## src/rtl/ps2_pkg.sv

```systemverilog
// Shared PS/2 definitions: FSM states, frame geometry and the odd-parity helper.
// Used by the host transmitter and the system-clocked receiver.
package ps2_pkg;

    localparam int PS2_DATA_BITS   = 8;
    localparam int PS2_FRAME_EDGES = 10;

    typedef enum logic [2:0] {
        IDLE      = 3'd0,
        INHIBIT   = 3'd1,
        RTS       = 3'd2,
        SEND      = 3'd3,
        ACK       = 3'd4,
        WAIT_IDLE = 3'd5
    } ps2_state_e;

    // Parity bit that makes the total number of ones in data+parity odd.
    function automatic logic ps2_odd_parity(input logic [PS2_DATA_BITS-1:0] data);
        return ~^data;
    endfunction

endpackage

```

## src/rtl/ps2_line_sync.sv

```systemverilog
// Two-flop synchronizers for the PS/2 clock and data pins, plus a falling-edge
// strobe on the synchronized clock. Everything resets to the idle-high level.
module ps2_line_sync (
    input  logic clock,
    input  logic reset_n,
    input  logic ps2_clock,
    input  logic ps2_data,
    output logic clock_sync,
    output logic data_sync,
    output logic clock_fe
);

    logic clk_meta_r;
    logic clk_sync_r;
    logic clk_prev_r;
    logic dat_meta_r;
    logic dat_sync_r;

    // Synchronizer chains and one-cycle history of the synced clock.
    always_ff @(posedge clock or negedge reset_n) begin
        if (!reset_n) begin
            clk_meta_r <= 1'b1;
            clk_sync_r <= 1'b1;
            clk_prev_r <= 1'b1;
            dat_meta_r <= 1'b1;
            dat_sync_r <= 1'b1;
        end else begin
            clk_meta_r <= ps2_clock;
            clk_sync_r <= clk_meta_r;
            clk_prev_r <= clk_sync_r;
            dat_meta_r <= ps2_data;
            dat_sync_r <= dat_meta_r;
        end
    end

    assign clock_sync = clk_sync_r;
    assign data_sync  = dat_sync_r;
    assign clock_fe   = clk_prev_r & ~clk_sync_r;

endmodule

```

## src/rtl/ps2_host_tx.sv

```systemverilog
// PS/2 host-to-device transmitter: inhibit, request-to-send, then shifts a byte
// out on device-generated clock edges and checks the device acknowledge.
module ps2_host_tx
    import ps2_pkg::*;
#(
    parameter int INHIBIT_CYCLES = 5000,
    parameter int RTS_CYCLES     = 50,
    parameter int TIMEOUT_CYCLES = 750000
) (
    input  logic       clock,
    input  logic       reset_n,
    input  logic [7:0] tx_data,
    input  logic       tx_valid,
    output logic       tx_ready,
    input  logic       ps2_clock,
    input  logic       ps2_data,
    output logic       ps2_clock_drive_low,
    output logic       ps2_data_drive_low,
    output logic       busy,
    output logic       tx_done,
    output logic       tx_error
);

    localparam int PH_MAX  = (INHIBIT_CYCLES > RTS_CYCLES) ? INHIBIT_CYCLES : RTS_CYCLES;
    localparam int PH_W    = $clog2(PH_MAX + 1);
    localparam int WD_W    = $clog2(TIMEOUT_CYCLES + 1);
    localparam int FRAME_W = PS2_DATA_BITS + 2;

    logic               clock_sync_s;
    logic               data_sync_s;
    logic               clock_fe_s;
    logic               wd_expired_s;

    ps2_state_e         state_r;
    logic [FRAME_W-1:0] shift_r;
    logic [3:0]         bit_cnt_r;
    logic [PH_W-1:0]    phase_cnt_r;
    logic [WD_W-1:0]    wd_r;
    logic               clk_low_r;
    logic               data_low_r;
    logic               tx_ready_r;
    logic               done_r;
    logic               error_r;

    ps2_line_sync u_sync (
        .clock      (clock),
        .reset_n    (reset_n),
        .ps2_clock  (ps2_clock),
        .ps2_data   (ps2_data),
        .clock_sync (clock_sync_s),
        .data_sync  (data_sync_s),
        .clock_fe   (clock_fe_s)
    );

    assign wd_expired_s = (wd_r == WD_W'(TIMEOUT_CYCLES - 1));

    // Transmit FSM; every pin-facing and handshake output is registered here.
    always_ff @(posedge clock or negedge reset_n) begin
        if (!reset_n) begin
            state_r     <= IDLE;
            shift_r     <= {FRAME_W{1'b1}};
            bit_cnt_r   <= 4'd0;
            phase_cnt_r <= {PH_W{1'b0}};
            wd_r        <= {WD_W{1'b0}};
            clk_low_r   <= 1'b0;
            data_low_r  <= 1'b0;
            tx_ready_r  <= 1'b1;
            done_r      <= 1'b0;
            error_r     <= 1'b0;
        end else begin
            done_r  <= 1'b0;
            error_r <= 1'b0;
            case (state_r)
                IDLE: begin
                    clk_low_r   <= 1'b0;
                    data_low_r  <= 1'b0;
                    bit_cnt_r   <= 4'd0;
                    phase_cnt_r <= {PH_W{1'b0}};
                    wd_r        <= {WD_W{1'b0}};
                    if (tx_valid && tx_ready_r) begin
                        shift_r    <= {1'b1, ps2_odd_parity(tx_data), tx_data};
                        clk_low_r  <= 1'b1;
                        tx_ready_r <= 1'b0;
                        state_r    <= INHIBIT;
                    end else begin
                        tx_ready_r <= 1'b1;
                    end
                end
                INHIBIT: begin
                    if (phase_cnt_r == PH_W'(INHIBIT_CYCLES - 1)) begin
                        phase_cnt_r <= {PH_W{1'b0}};
                        data_low_r  <= 1'b1;
                        state_r     <= RTS;
                    end else begin
                        phase_cnt_r <= phase_cnt_r + PH_W'(1);
                    end
                end
                RTS: begin
                    if (phase_cnt_r == PH_W'(RTS_CYCLES - 1)) begin
                        phase_cnt_r <= {PH_W{1'b0}};
                        clk_low_r   <= 1'b0;
                        wd_r        <= {WD_W{1'b0}};
                        bit_cnt_r   <= 4'd0;
                        state_r     <= SEND;
                    end else begin
                        phase_cnt_r <= phase_cnt_r + PH_W'(1);
                    end
                end
                SEND: begin
                    // The stop bit (1) ends up in shift_r[0] on the tenth edge, releasing data.
                    if (clock_fe_s) begin
                        wd_r       <= {WD_W{1'b0}};
                        data_low_r <= ~shift_r[0];
                        shift_r    <= {1'b1, shift_r[FRAME_W-1:1]};
                        bit_cnt_r  <= bit_cnt_r + 4'd1;
                        if (bit_cnt_r == 4'(PS2_FRAME_EDGES - 1)) begin
                            state_r <= ACK;
                        end else begin
                            state_r <= SEND;
                        end
                    end else if (wd_expired_s) begin
                        clk_low_r  <= 1'b0;
                        data_low_r <= 1'b0;
                        error_r    <= 1'b1;
                        state_r    <= IDLE;
                    end else begin
                        wd_r <= wd_r + WD_W'(1);
                    end
                end
                ACK: begin
                    if (clock_fe_s) begin
                        wd_r <= {WD_W{1'b0}};
                        if (!data_sync_s) begin
                            state_r <= WAIT_IDLE;
                        end else begin
                            error_r <= 1'b1;
                            state_r <= IDLE;
                        end
                    end else if (wd_expired_s) begin
                        clk_low_r  <= 1'b0;
                        data_low_r <= 1'b0;
                        error_r    <= 1'b1;
                        state_r    <= IDLE;
                    end else begin
                        wd_r <= wd_r + WD_W'(1);
                    end
                end
                WAIT_IDLE: begin
                    if (clock_sync_s && data_sync_s) begin
                        done_r  <= 1'b1;
                        state_r <= IDLE;
                    end else if (clock_fe_s) begin
                        wd_r <= {WD_W{1'b0}};
                    end else if (wd_expired_s) begin
                        clk_low_r  <= 1'b0;
                        data_low_r <= 1'b0;
                        error_r    <= 1'b1;
                        state_r    <= IDLE;
                    end else begin
                        wd_r <= wd_r + WD_W'(1);
                    end
                end
                default: begin
                    clk_low_r  <= 1'b0;
                    data_low_r <= 1'b0;
                    tx_ready_r <= 1'b0;
                    state_r    <= IDLE;
                end
            endcase
        end
    end

    assign tx_ready            = tx_ready_r;
    assign busy                = ~tx_ready_r;
    assign ps2_clock_drive_low = clk_low_r;
    assign ps2_data_drive_low  = data_low_r;
    assign tx_done             = done_r;
    assign tx_error            = error_r;

endmodule

```

## config.mk

```make
export PLATFORM = sky130hd
export DESIGN_NAME = ps2_host_tx
export DESIGN_NICKNAME = d
export VERILOG_FILES = /design/src/rtl/ps2_pkg.sv /design/src/rtl/ps2_line_sync.sv /design/src/rtl/ps2_host_tx.sv
export SDC_FILE = /design/constraint.sdc
export NUM_CORES = 1
export LEC_CHECK = 0
export BUFFER_PORTS_ARGS = -buffer_cell sky130_fd_sc_hd__buf_2
export CAP_MARGIN = 20
export CORE_UTILIZATION = 55
export DETAILED_ROUTE_END_ITERATION = 6
export PLACE_DENSITY = 0.74
export SLEW_MARGIN = 25
export SYNTH_ARGS = -nofsm -noshare
export SYNTH_HDL_FRONTEND = slang
export SYNTH_SLANG_ARGS = --single-unit
export TNS_END_PERCENT = 1
```

## constraint.sdc

```tcl
create_clock -name clock -period 3.95 [get_ports clock]
set_input_delay 0.395 -clock clock [delete_from_list [all_inputs] [get_ports clock]]
set_output_delay 0.395 -clock clock [all_outputs]
set_load 0.1 [all_outputs]
```

==> results.json <==
{
  "status": "finished, final reports clean",
  "die_y_um": 80.1,
  "place_congestion": 0.937,
  "routedWlPerCell_um": 15.1,
  "start_util_pct": 57.0,
  "grt_pass1_wl_um": 12200,
  "async_flop_share_pct": 100,
  "syn-num-nets": 387,
  "netlist_instances": 369,
  "pin_count": 19,
  "io_buffers": 18,
  "clkTransAtPathRegs_ns": 0.07,
  "final_cell_mix": "44 x dfrtp_1, 41 x nand2_1, 37 x o21ai_0, 37 x nor2_1, 25 x a21oi_1",
  "fin_crit_ns": 2.38,
  "hold_buffers": 0,
  "holdWs_ns": 0.123,
  "crit_fanout": 19,
  "cts_setup_buffers": 0,
  "switchingPower_mw": 0.932,
  "h-tree-depth": 3,
  "fin_util_pct": 62.0,
  "critPathArrivalTime_ns": 2.64,
  "seqPwrFrac_pct": 38.3,
  "core_mm2": 0.00589,
  "final_common_cell": "dfrtp_1",
  "grt_max_degree": 35,
  "intPower_mw": 1.30,
  "cp_num_buf_inv": 0,
  "powerDensity_mw_per_mm2": 610,
  "yosys_warnings": 0,
  "cp_cell_sequence": "nand2_1 -> nor2_4 -> o21ai_2 -> nor3_4 -> a41oi_1 -> a31oi_1",
  "synth_cell_types": 60,
  "ys_seq_area_share_pct": 44.6,
  "grt_usage_pct": 24.9,
  "cp_slowest_cell": "dfrtp_1",
  "yosys_register_bits": 59,
  "finalHoldViolations": 0,
  "peakVddDrop_mv": 0.449,
  "remaining_drc_errors": 0,
  "p_leak_nw": 1.54,
  "cap_viol_max_count": 0,
  "crit_type": "register to register",
  "ant_nets": 0,
  "fin_setup_tns_ns": 0,
  "dieArea_mm2": 0.00641,
  "multiInputGateArea_mm2": 0.00175,
  "path_delay_family": "simple AND/OR/NAND/NOR gates",
  "ff2ff_path_depth": 6,
  "finalMaxSlewViolations": 0,
  "worst_pin_slew_ns": 0.775,
  "cp_num_cells": 6,
  "hp-class": "primary input to async pin",
  "cts-resized-gates": 0,
  "syn_avg_cell_area_um2": 9.08,
  "cts.sinks": 59,
  "critPathRequiredTime_ns": 4.21,
  "fin_crit_sh_pct": 60.3,
  "p_sw_share_pct": 41.8,
  "rows": 28,
  "r2r_end": "wd_r[13]",
  "dpl.hpwl_um": 4990,
  "die_w_um": 80.1,
  "end_kind": "register",
  "clock.fmax_mhz": 420,
  "clock_power_share_pct": 23.1,
  "synth_edf_count": 0,
  "nNetsFinal": 404,
  "clk_latency_ns": 0.33,
  "cts_buffers": 9,
  "finClkSkew_ns": 0.00818,
  "finalWirelength_um": 7050,
  "fillers": 515,
  "cts_tree": "built",
  "diodes": 0,
  "r2r_setup_slack_ns": 1.57,
  "p_comb_share_pct": 38.6,
  "power_mw": 2.23,
  "synth-main-ff-cell": "dfrtp_1",
  "final_layout_size_suffix_gt1_share_pct": 15.1,
  "r2r_start": "state_r[0]",
  "vias_per_cell": 5.98,
  "critPathLaunch": "state_r[0]",
  "grt_pass1_vias": 2645,
  "setup_viol": 0,
  "syn_area_mm2": 0.00335,
  "rsz0062_at_grt": "false",
  "cts_buffer_depth": 2,
  "area.growth.synth_to_final_pct": 8.85,
  "firstDrtPassIters": 4,
  "drt_iter0_drc": 150,
  "start_kind": "register",
  "overflow": 0,
  "endpoint": "wd_r[13]",
  "vias": 2788,
  "crit_path_max_incr_delay_ns": 0.60,
  "root_buffer": "clkbuf_8",
  "ff_latch_area_mm2": 0.00150,
  "antenna_found_initial": 0,
  "max-slew-margin-rel_pct": 48.4
}
==> cell usage after synthesis (5+ instances only) <==
cell type | count | area [µm²]
inv_1 | 8 | 30.0
dfstp_2 | 15 | 394
a31oi_1 | 16 | 100
ha_1 | 5 | 62.6
nand4_1 | 11 | 68.8
nand2_1 | 41 | 154
mux2i_1 | 8 | 80.1
and3_1 | 6 | 37.5
nor2_1 | 37 | 139
dfrtp_1 | 44 | 1100
o21ai_0 | 37 | 185
xor2_1 | 6 | 52.6
xnor2_1 | 9 | 78.8
clkbuf_1 | 6 | 22.5
nand2b_1 | 6 | 37.5
a21oi_1 | 25 | 125
nand3_1 | 14 | 70.1
and2_1 | 5 | 31.3
==> flip-flops by register name, indices dropped and copies added, names as in the netlist, 3 cells and up <==
register / flops
bit_cnt_r: 4
phase_cnt_r: 13
shift_r: 9
state_r: 3
wd_r: 20
==> final cells by class <==
| cell class | instances | area share [%] |
|---|---|---|
| clock buffer | 13 | 3.81 |
| clock inverter | 3 | 1.10 |
| sequential | 59 | 41.0 |
| timing repair buffer | 20 | 2.88 |
| inverter | 8 | 0.823 |
| tap | 75 | 2.57 |
| multi-input combinational | 288 | 47.8 |
==> worst min-delay path by stage <==
stage                              endpoint  cells past startpoint         startpoint
after floorplan                bit_cnt_r[0]                      0            reset_n
after global placement    u_sync.clock_sync                      0  u_sync.clk_meta_r
after detailed placement  u_sync.clock_sync                      0  u_sync.clk_meta_r
after CTS                 u_sync.dat_meta_r                      1           ps2_data
after global routing      u_sync.dat_meta_r                      1           ps2_data
final                        phase_cnt_r[9]                      1            reset_n
==> stage by stage <==
stage | cell area [µm²] | setup WS, ns | std cells
CTS | 3650 | 1.58 | 466
global route | 3650 | 1.32 | 466
floorplan | 3350 | 1.41 | 369
global placement | 3470 | 1.67 | 450
detailed placement | 3470 | 1.59 | 450
finish | 3650 | 1.57 | 466
==> cells by family (layout without fill, tap and decap cells) <==
family	Yosys count	in the layout	synth area share (%)
adder cells (fa/ha/maj)	5	5	1.87
AND/OR/NAND/NOR	151	151	24.2
multiplexers	9	9	2.72
XOR/XNOR	15	15	3.92
buffers and inverters	22	44	3.32
AO/OA/AOI/OAI	108	108	19.4
flip-flops	59	59	44.6
==> layer usage <==
layer	routed length (µm)	global-route usage, %	share of wire [%]
met1	3380	34.1	48
met2	3310	38.1	47
met3	252	5.34	3.6
met4	101	10.5	1.4
met5	0	0	0
==> power groups by stage <==
stage	Sequential, mW	Clock (mW)	Combinational, mW
floorplan	0.916	0	0.646
CTS	0.850	0.526	0.863
detailed placement	0.860	0	0.861
global placement	0.855	0	0.846
finish	0.854	0.514	0.860
global route	0.869	0.552	0.959
(Power assumes the default switching activity.)
